==> src/rtl/pc_unit.sv <==
// ---------------------------------------------------------------------------
// pc_unit -- program counter for the SAYEH datapath
//
// Holds the current program counter. It supports increment, PC-relative
// branch, absolute load, and call/return through an internal return-address
// stack (RAS). All state changes on the falling edge of clk. There is no
// combinational path from any input to any output.
//
// Ports:
//   clk          clock; state updates on the falling edge
//   rst          synchronous active-high reset, sampled on the falling edge
//   enable       when low, all state holds
//   op           operation select:
//                  000 HOLD, 001 INC, 010 REL, 011 LOAD, 100 CALL, 101 RET,
//                  110/111 reserved (act as HOLD)
//   target       absolute LOAD/CALL destination
//   offset       signed REL offset, relative to the current pc
//   pc           current program counter (registered)
//   stack_empty  RAS holds no entries
//   stack_full   RAS holds STACK_DEPTH entries
//   stack_count  number of valid RAS entries
//   stack_err    sticky overflow/underflow flag, cleared only by rst
//
// Build option:
//   PC_STACK_WRAP_EN  when defined, the RAS is circular. A CALL on a full
//                     stack overwrites the oldest entry and does not set
//                     stack_err. When undefined, a CALL on a full stack
//                     still jumps, but the push is dropped and stack_err
//                     is set.
// ---------------------------------------------------------------------------
module pc_unit #(
    parameter int               WIDTH        = 16,
    parameter int               OFFSET_W     = 8,
    parameter int               STACK_DEPTH  = 8,
    parameter logic [WIDTH-1:0] RESET_VECTOR = '0
) (
    input  logic                               clk,
    input  logic                               rst,
    input  logic                               enable,
    input  logic [2:0]                         op,
    input  logic [WIDTH-1:0]                   target,
    input  logic [OFFSET_W-1:0]                offset,
    output logic [WIDTH-1:0]                   pc,
    output logic                               stack_empty,
    output logic                               stack_full,
    output logic [$clog2(STACK_DEPTH+1)-1:0]   stack_count,
    output logic                               stack_err
);

    localparam int CW = $clog2(STACK_DEPTH + 1);
    localparam int PW = $clog2(STACK_DEPTH);

    localparam logic [2:0] OP_HOLD = 3'b000;
    localparam logic [2:0] OP_INC  = 3'b001;
    localparam logic [2:0] OP_REL  = 3'b010;
    localparam logic [2:0] OP_LOAD = 3'b011;
    localparam logic [2:0] OP_CALL = 3'b100;
    localparam logic [2:0] OP_RET  = 3'b101;

    logic [WIDTH-1:0] ras [STACK_DEPTH];
    logic [PW-1:0]    wr_ptr;
    logic [PW-1:0]    ptr_up;
    logic [PW-1:0]    ptr_dn;
    logic [WIDTH-1:0] pc_inc;
    logic [WIDTH-1:0] offset_ext;
    logic             do_push;
    logic             do_pop;
    logic             set_err;

    // The RAS is a circular buffer. wr_ptr is the next free slot, so the
    // top of the stack sits one slot below it. The same pointer scheme is
    // used in both builds. Only the wrap build ever pushes while full,
    // and in that case wr_ptr already points at the oldest entry.
    assign ptr_up = (wr_ptr == PW'(STACK_DEPTH - 1)) ? '0 : wr_ptr + PW'(1);
    assign ptr_dn = (wr_ptr == '0) ? PW'(STACK_DEPTH - 1) : wr_ptr - PW'(1);

    assign pc_inc     = pc + WIDTH'(1);
    assign offset_ext = WIDTH'($signed(offset));

    assign stack_empty = (stack_count == '0);
    assign stack_full  = (stack_count == CW'(STACK_DEPTH));

    // Decode the stack side effects of the current op.
    // A RET on an empty stack falls back to INC and flags an underflow.
    always_comb begin
        do_push = 1'b0;
        do_pop  = 1'b0;
        set_err = 1'b0;
        if (enable && !rst) begin
            case (op)
                OP_CALL: begin
                    if (!stack_full) begin
                        do_push = 1'b1;
                    end else begin
`ifdef PC_STACK_WRAP_EN
                        do_push = 1'b1;
`else
                        set_err = 1'b1;
`endif
                    end
                end
                OP_RET: begin
                    if (stack_empty)
                        set_err = 1'b1;
                    else
                        do_pop = 1'b1;
                end
                default: ;
            endcase
        end
    end

    // Program counter, stack pointer, count and sticky error.
    // The count saturates at STACK_DEPTH when a push overwrites on a full
    // stack, but the pointer still advances.
    always_ff @(negedge clk) begin
        if (rst) begin
            pc          <= RESET_VECTOR;
            wr_ptr      <= '0;
            stack_count <= '0;
            stack_err   <= 1'b0;
        end else if (enable) begin
            case (op)
                OP_HOLD: pc <= pc;
                OP_INC:  pc <= pc_inc;
                OP_REL:  pc <= pc + offset_ext;
                OP_LOAD: pc <= target;
                OP_CALL: pc <= target;
                OP_RET:  pc <= stack_empty ? pc_inc : ras[ptr_dn];
                default: pc <= pc;
            endcase

            if (do_push)
                wr_ptr <= ptr_up;
            else if (do_pop)
                wr_ptr <= ptr_dn;

            if (do_push && !stack_full)
                stack_count <= stack_count + CW'(1);
            else if (do_pop)
                stack_count <= stack_count - CW'(1);

            if (set_err)
                stack_err <= 1'b1;
        end
    end

    // RAS storage has no reset. Entries become meaningful only through the
    // count and pointer.
    always_ff @(negedge clk) begin
        if (do_push)
            ras[wr_ptr] <= pc_inc;
    end

endmodule

==> config.mk <==
export PLATFORM = sky130hd
export DESIGN_NAME = pc_unit
export DESIGN_NICKNAME = d
export VERILOG_FILES = /design/src/rtl/pc_unit.sv
export SDC_FILE = /design/constraint.sdc
export NUM_CORES = 1
export LEC_CHECK = 0
export ABC_AREA = 1
export BUFFER_PORTS_ARGS = -buffer_cell sky130_fd_sc_hd__buf_4
export CAP_MARGIN = 10
export CORE_MARGIN = 4
export CORE_UTILIZATION = 57
export CTS_BUF_LIST = sky130_fd_sc_hd__clkbuf_8
export CTS_CLUSTER_SIZE = 10
export DETAILED_ROUTE_END_ITERATION = 7
export GPL_TIMING_DRIVEN = 0
export PLACE_DENSITY = 0.79
export SYNTH_ARGS = -nofsm -noshare
export SYNTH_HDL_FRONTEND = slang
export SYNTH_SLANG_ARGS = --single-unit
==> constraint.sdc <==
create_clock -name clk -period 2.6 [get_ports clk]
set_input_delay 0.26 -clock clk [delete_from_list [all_inputs] [get_ports clk]]
set_output_delay 0.26 -clock clk [all_outputs]
set_load 0.02 [all_outputs]
== After elaboration in Yosys (flattened, before gate mapping) ==
Memory sizes are Yosys's and may differ from the RTL's.
Cells that the tools add are included.

* Output and inout bits: 23
* Word-level logic and storage cells: 52
* Memory bits (writable): 128
* Memories: 1
* Bits in registers: 24
* Memory bits (read-only): 0
* Bits in latches: 0

* Magnitude comparators: 0
* Reductions and logical operators: 14
* Div/mod/pow operators: 0
* Bitwise logic cells: 0
* $mul: 0
* Equality and inequality tests: 7
* Shift operators: 0
* Add/sub/neg operators: 6
* Muxes and demuxes: 20

{| class="wikitable"
|+ Memory list
! memory !! words !! bits a word !! read ports !! clocked after memory_dff !! write ports !! line !! RTL
|-
| ras || 8 || 16 || 1 || 0 || 1 || 60 || <nowiki>logic [WIDTH-1:0] ras [STACK_DEPTH];</nowiki>
|}

{| class="wikitable"
|+ Operator list
! cell !! number
|-
| case mux 16 bit (4 select lines) || 1
|-
| adder 16 x 1 -> 16 bit, second input constant || 1
|-
| adder 16 bit || 1
|-
| two-way mux 16 bit || 1
|-
| two-way mux 3 bit || 4
|-
| two-way mux 1 bit || 11
|-
| == test 3 bit, second input constant || 3
|-
| two-way mux 4 bit || 2
|-
| AND reduction 2 bit || 4
|-
| == test 3 x 2 -> 1 bit, second input constant || 2
|-
| adder 4 x 1 -> 4 bit, second input constant || 1
|-
| == test 4 bit, second input constant || 1
|-
| zero test 4 bit || 1
|-
| nonzero test 2 bit || 2
|-
| nonzero test 4 bit || 1
|-
| subtractor 4 x 1 -> 4 bit, second input constant || 1
|-
| adder 3 x 1 -> 3 bit, second input constant || 1
|-
| == test 3 x 1 -> 1 bit, second input constant || 1
|-
| zero test 3 bit || 1
|-
| subtractor 3 x 1 -> 3 bit, second input constant || 1
|-
| logical AND 1 bit || 2
|-
| zero test 1 bit || 2
|-
| case mux 1 bit (2 select lines) || 1
|-
| OR reduction 2 bit || 1
|}

== Longest topological paths before layout ==
Gate-level depths: netlist (run 1).

* Depth in word-level cells: 7
* Mapped depth: 15

==> flow_summary_export.csv, run 1 <==
group,metric,value,unit
outcome,outcome,"finished with violations",
outcome,violations,"DRC, setup timing",
setup_path,path_buf_inv,1,
hold_path,worstHoldEndpoint,"pc[10]$_SDFFE_NP0P_",
clock_tree,root_buffer,"clkbuf_8",
layout,antennaDiodeCount,0,
setup_path,r2r_cells,11,
setup_path,worstPathRequired,1680,ps
setup_path,start_kind,"primary input",
clock_tree,cts_tree,"built",
floorplanning,die_area,16100,sq um
routing,num_vias,8287,
pwr,power.switching,2.319,mW
setup_path,critPathArrivalTime,2030,ps
timing,setup_viol,62,
clock_tree,cts_hold_buf,0,
pwr,ir_worst_vdd,0.8337,mV
run,drv_cap,0,
layout,syn_to_final_growth,35.55,%
routing,wl,28.74,mm
setup_path,r2r-start,"wr_ptr[1]$_SDFFE_NP0P_",
pwr,swShare,34.50,%
synthesis,synthesis.area,8055,sq um
place,dp_hpwl,14.66,mm
global_route,grt_pass1_wl,38.90,mm
hold_path,min_path_type,"register to register",
hold_path,hold_depth,2,
pwr,combPwrFrac,12.9,%
setup_path,cp_max_fo,4,
setup_path,critPathSlowestCell,"ha_2",
timing,max_slew_margin,39.54,%
pwr,total_leakage_power,5.315,nW
timing,clock_skew,50.97,ps
routing,drt-pass1-iter-count,8,
floorplanning,die_h,126.9,microns
routing,wl_per_cell,20.19,microns
floorplanning,start_util,58.03,%
synthesis,synth-seq-cells,152,
synthesis,yosysTopAreaCell,"edfxtp_1",
timing,maxSlewViolCount,0,
global_route,first_global_vias,7957,
synthesis,syn_area_per_cell,8.533,sq um
global_route,grt_usage,31.69,%
layout,nets,1285,
timing,fin_ws,-351.5,ps
place,routabilityCongestion,0.9186,
floorplanning,rows,43,
setup_path,reg2reg_slack,-170,ps
synthesis,synth_cell_types,37,
layout,fin_util,78.66,%
place,io_buffers,51,
floorplanning,core-area,13880,sq um
routing,ant_nets,0,
setup_path,crit_path_end_kind,"register",
floorplanning,io_pins,53,
clock_tree,clockBufferDepth,2,
synthesis,synth_warnings,0,
floorplanning,die_w,126.9,microns
timing,timing_hold_violations_final,0,
pwr,cell_internal_pwr,4.402,mW
setup_path,timing.rr.end,"pc[1]$_SDFFE_NP0P_",
setup_path,critPathMaxStageDelay,380,ps
synthesis,synth_top_area_share,47.72,%
timing,rsz0062_at_grt,"true",
hold_path,hp-start,"pc[10]$_SDFFE_NP0P_",
clock_tree,clk_latency,520,ps
pwr,seqPwrFrac,40.9,%
global_route,grt_max_degree,17,
routing,drt_first_iter_violations,1285,
clock_tree,htreeDepth,4,
setup_path,critical_path_class,"primary input to register",
routing,vias_per_cell,5.824,
layout,fillers,829,
timing,whs,581.1,ps
layout,layout-drive-gt1-share,22.53,%
synthesis,synth_cells,944,
synthesis,synth_area_leaders,"edfxtp_1 48%, nand2_1 11%, inv_1 6.9%, dfxtp_1 6.0%, nand3_1 6.0%",
routing,drcViolationCount,4,
clock_tree,cts_buffers,17,
setup_path,path_delay_family,"simple AND/OR/NAND/NOR gates",
pwr,p_per_area,615.5,nW/um^2
setup_path,crit_chain,"buf_8 > nor2_4 > nand4_1 > ha_2 > and3_1 > a211oi_2 > or2_1 > nand3_1 > nand2_1 > nor2_1",
synthesis,ys_seq_area_share,53.68,%
global_route,grt.overflow.total,0,
synthesis,synthesis.nets,998,
pwr,clock_power_share,46.3,%
clock_tree,cts.clk_slew.worst_paths,40,ps
clock_tree,clock_sink_count,152,
global_route,antenna_found_initial,0,
timing,tightest_slew,903.9,ps
==> stage by stage <==
step / total power [mW] / area [sq um] / cells / worst slack, ps / TNS, ps
floorplan: 3.577 / 8411 / 944 / -600.9 / -56450
global placement: 3.798 / 9019 / 1175 / -1105 / -119750
CTS: 6.436 / 10520 / 1389 / -162.5 / -551.2
finish: 6.721 / 10920 / 1423 / -351.5 / -4268
detailed placement: 3.810 / 9019 / 1175 / -1160 / -125940
global route: 7.056 / 10920 / 1423 / -370.2 / -6731
==> routing by layer <==
metal  global-route usage [%]  up-vias  routed length [microns]
met5                        0        -                        0
met4                    17.98        0                     2027
met3                    9.053      210                     3502
met2                    51.00      722                    13210
met1                    38.28     3676                     9995
li1                         -     3679                        -
==> layout by cell type, fill, tap and decap left out, types with 8 or more instances in the layout <==
cell      synthesis  routed
buf_12            0      10
o21ai_1           6       9
nand3_1          96      88
edfxtp_1        128     128
clkbuf_8          0      17
o21ai_0          42      39
nor2_1           79      66
nor2_4            3      13
dfxtp_4           0      17
buf_2            14      13
inv_2             7       9
inv_4             0       8
buf_6             3      12
nand2_1         242     230
ha_4              0      16
buf_4             4     101
inv_1           149     293
nand2_2           1       9
and3_1            8       8
o211ai_1         15      15
a21oi_1          51      47
==> tightest hold or removal path: stages, from the launching register on <==
cell and delay, ps:
dfxtp_4 360, o21ai_0 90, nor2_1 90
==> final cells by class <==
| class | instances | area, sq um | share of cell area, % |
|---|---|---|---|
| Timing Repair Buffer | 117 | 1057 | 9.683 |
| Inverter | 155 | 615.6 | 5.638 |
| Sequential cell | 152 | 4393 | 40.23 |
| Buffer | 29 | 190.2 | 1.742 |
| Clock buffer | 17 | 234.0 | 2.143 |
| Multi-Input combinational cell | 607 | 3445 | 31.55 |
| Clock inverter | 166 | 759.5 | 6.955 |
| Tap cell | 180 | 225.2 | 2.063 |
==> worst max-delay path by stage <==
| stage | startpoint | endpoint | depth (start not counted) |
|---|---|---|---|
| 4_1_cts | stack_count[0]$_SDFFE_NP0P_ | stack_full | 4 |
| 6_report | op[1] | stack_count[3]$_SDFFE_NP0P_ | 10 |
| 2_1_floorplan | rst | ras[7][0]$_DFFE_NP_ | 8 |
| 3_3_place_gp | rst | ras[6][11]$_DFFE_NP_ | 8 |
| 5_1_grt | stack_count[2]$_SDFFE_NP0P_ | stack_empty | 4 |
| 3_5_place_dp | rst | ras[6][11]$_DFFE_NP_ | 8 |
==> power groups by stage <==
| stage | Combinational [mW] | Clock (mW) | Sequential, mW |
|---|---|---|---|
| 2_1_floorplan | 0.415 | 0.350 | 2.81 |
| 3_3_place_gp | 0.647 | 0.350 | 2.80 |
| 3_5_place_dp | 0.658 | 0.350 | 2.80 |
| 4_1_cts | 0.695 | 2.98 | 2.77 |
| 5_1_grt | 0.922 | 3.39 | 2.74 |
| 6_report | 0.865 | 3.11 | 2.75 |
==> cell families (layout without fill, tap and decap cells) <==
logic type | after synthesis | in the layout | share of synthesized area [%]
adders and majority gates | 24 | 24 | 3.914
and+or+nand+nor | 452 | 452 | 23.81
buffers and inverters | 185 | 484 | 9.320
DFF | 152 | 152 | 53.68
AOI/OAI and AO/OA | 122 | 122 | 8.295
xor gates and xnor gates | 9 | 9 | 0.9786
==> synthesized netlist by cell type, drive strengths merged <==
cell type and number:
clkbuf 8, ha 22, o22ai 1, nor2 83, nor3 4, dfxtp 24
o221ai 1, a31oi 1, fa 2, a21oi 51, nand4 7, o21a 1
xnor2 2, edfxtp 128, and3 8, xor2 7, a211oi 1, o21bai 2
o211ai 15, nand3 96, nand3b 3, inv 156, or2 4, buf 21
and2 4, o21ai 49, nand2 243
==> registers in the layout (all words and copies together), names as in the netlist <==
name,flops
ras,128
pc,16
stack_count,4
wr_ptr,3
stack_err,1
==> what timing repair did <==
| item | CTS | global route |
|---|---|---|
| hold endpoints to repair | 0 | 0 |
| pin swaps | 27 | 13 |
| cloned | 0 | 1 |
| resized for setup | 60 | 45 |
| setup endpoints to repair | 164 | 164 |
| buffers inserted | 32 | 34 |
No activity file was read; power rests on OpenSTA's default activity.
==> run 2: changes to the inputs <==
--- a/config.mk
+++ b/config.mk
@@ -8,13 +8,14 @@
 export ABC_AREA = 1
 export BUFFER_PORTS_ARGS = -buffer_cell sky130_fd_sc_hd__buf_4
 export CAP_MARGIN = 10
+export CORE_ASPECT_RATIO = 0.6
 export CORE_MARGIN = 4
-export CORE_UTILIZATION = 57
+export CORE_UTILIZATION = 23
 export CTS_BUF_LIST = sky130_fd_sc_hd__clkbuf_8
 export CTS_CLUSTER_SIZE = 10
 export DETAILED_ROUTE_END_ITERATION = 7
 export GPL_TIMING_DRIVEN = 0
-export PLACE_DENSITY = 0.79
+export PLACE_DENSITY = 0.39
 export SYNTH_ARGS = -nofsm -noshare
 export SYNTH_HDL_FRONTEND = slang
 export SYNTH_SLANG_ARGS = --single-unit
==> flow_summary_export.csv, run 2 (synthesis gave the netlist of run 1 again) <==
group,metric,value,unit
setup_path,reg2reg_slack,140,ps
global_route,grt.overflow.total,0,
outcome,violations,"setup timing",
setup_path,critPathSlowestCell,"dfxtp_4",
setup_path,worstPathRequired,2340,ps
routing,ant_nets,0,
global_route,grt_max_degree,17,
timing,rsz0062_at_grt,"true",
outcome,outcome,"finished with violations",
layout,fin_util,33.35,%
timing,fin_ws,-198.9,ps
hold_path,worstHoldEndpoint,"stack_err$_SDFFE_NP0P_",
pwr,p_per_area,563.8,nW/um^2
floorplanning,die_h,153.0,microns
timing,max_slew_margin,40.85,%
setup_path,critical_path_class,"register to output port",
routing,drt-pass1-iter-count,5,
place,dp_hpwl,20.96,mm
clock_tree,clk_latency,490,ps
floorplanning,start_util,23.63,%
setup_path,r2r_cells,10,
setup_path,timing.rr.end,"pc[6]$_SDFFE_NP0P_",
clock_tree,clock_sink_count,152,
clock_tree,cts_tree,"built",
setup_path,r2r-start,"wr_ptr[0]$_SDFFE_NP0P_",
clock_tree,cts_buffers,17,
routing,wl,30.99,mm
global_route,first_global_vias,7217,
layout,nets,1286,
hold_path,hold_depth,2,
layout,regMostFlops,"ras",
clock_tree,root_buffer,"clkbuf_8",
layout,layout_common_cells,"293 x inv_1, 224 x nand2_1, 128 x edfxtp_1, 97 x buf_4, 88 x nand3_1",
clock_tree,htreeDepth,4,
routing,drcViolationCount,0,
setup_path,crit_chain,"nor2_4 > nand3_2 > inv_2 > buf_6",
global_route,grt_usage,16.10,%
routing,num_vias,7599,
floorplanning,rows,52,
timing,timing_hold_violations_final,0,
timing,tightest_slew,884.2,ps
setup_path,critPathMaxStageDelay,340,ps
place,io_buffers,51,
hold_path,min_path_type,"register to register",
setup_path,path_delay_family,"flip-flops",
hold_path,hp-start,"stack_err$_SDFFE_NP0P_",
run,drv_cap,0,
layout,syn_to_final_growth,41.15,%
timing,clock_skew,30.01,ps
clock_tree,cts.clk_slew.worst_paths,40,ps
pwr,total_leakage_power,5.329,nW
layout,antennaDiodeCount,0,
setup_path,path_buf_inv,2,
global_route,antenna_found_initial,1,
layout,largest_reg_flops,128,
floorplanning,die_area,38180,sq um
setup_path,start_kind,"register",
layout,layout-drive-gt1-share,23.05,%
timing,maxSlewViolCount,0,
place,routabilityCongestion,0.8310,
layout,layout_commonest_cell,"inv_1",
setup_path,cp_max_fo,2,
setup_path,crit_path_end_kind,"output port",
routing,drt_first_iter_violations,625,
layout,top_regs,"ras x128, pc x16, stack_count x4",
layout,fillers,3710,
place,pre_cts_slack,-1479,ps
setup_path,critPathArrivalTime,2540,ps
floorplanning,die_w,249.6,microns
global_route,grt_pass1_wl,45.22,mm
routing,wl_per_cell,18.19,microns
floorplanning,core-area,34090,sq um
routing,vias_per_cell,4.460,
floorplanning,io_pins,53,
clock_tree,clockBufferDepth,2,
pwr,ir_worst_vdd,0.3811,mV
timing,setup_viol,45,
## run 2: worst max path at each step
stage / from / endpoint / slack, ps / depth (start not counted)
after global placement: rst / ras[7][0]$_DFFE_NP_ / -1480 / 8
final: stack_count[0]$_SDFFE_NP0P_ / stack_full / -200 / 4
after detailed placement: rst / ras[7][0]$_DFFE_NP_ / -1480 / 8
after CTS: stack_count[0]$_SDFFE_NP0P_ / stack_full / -200 / 4
after floorplan: rst / ras[7][0]$_DFFE_NP_ / -600 / 8
after global routing: stack_count[0]$_SDFFE_NP0P_ / stack_full / -280 / 4
## run 2: routing by layer
layer	share of wire [%]	vias to the layer above	routed length [microns]	track usage (%)
met3	8.1	21	2495	5.961
met1	54	3626	16640	25.41
li1	-	3694	-	-
met2	37	258	11620	19.53
met4	0.77	0	240	5.042
met5	0	-	0	0
## run 2: stage by stage
stage | hold slack [ps] | power (mW) | cells | setup TNS [ps] | cell area (sq um)
3_5_place_dp | 464.7 | 3.877 | 1455 | -152690 | 9395
5_1_grt | 543.7 | 6.930 | 1704 | -2004 | 11370
3_3_place_gp | 457.7 | 3.880 | 1454 | -158430 | 9368
4_1_cts | 474.9 | 6.488 | 1691 | -1366 | 11160
6_report | 475.1 | 6.410 | 1704 | -1548 | 11370
2_1_floorplan | 504.6 | 3.577 | 944 | -56450 | 8411
## run 2: worst register-to-register path: cells and delay by family, from the launching register on
kind            cells  cell delay [ps]
compound gates      2              410
fa+ha+maj           1              370
buf+inv             4              900
flops               1              450
simple gates        3              270
## run 2: layout make-up
cell class | instances | area, sq um | area share (%)
inverter | 155 | 620.6 | 5.458
tap | 459 | 574.3 | 5.051
clock inverter | 167 | 735.7 | 6.471
sequential | 152 | 4398 | 38.68
multi-input combinational | 607 | 3490 | 30.69
timing repair buffer | 118 | 1107 | 9.739
buffer | 29 | 210.2 | 1.849
clock buffer | 17 | 234.0 | 2.058
## run 2: where the power goes
group          leakage, nW  total (mW)  switching, mW  internal [mW]
Clock                 1.01        2.79           1.68           1.11
Sequential            1.38        2.73         0.0265           2.71
Combinational         2.94       0.886          0.551          0.334
Total                 5.33        6.41           2.26           4.15
## run 2: repair_timing
item,4_1_cts,5_1_grt
pin swaps,25,21
hold buffers,0,0
gates cloned,3,0
resized for setup,80,57
buffers inserted,50,18
endpoints found under the setup margin,170,66
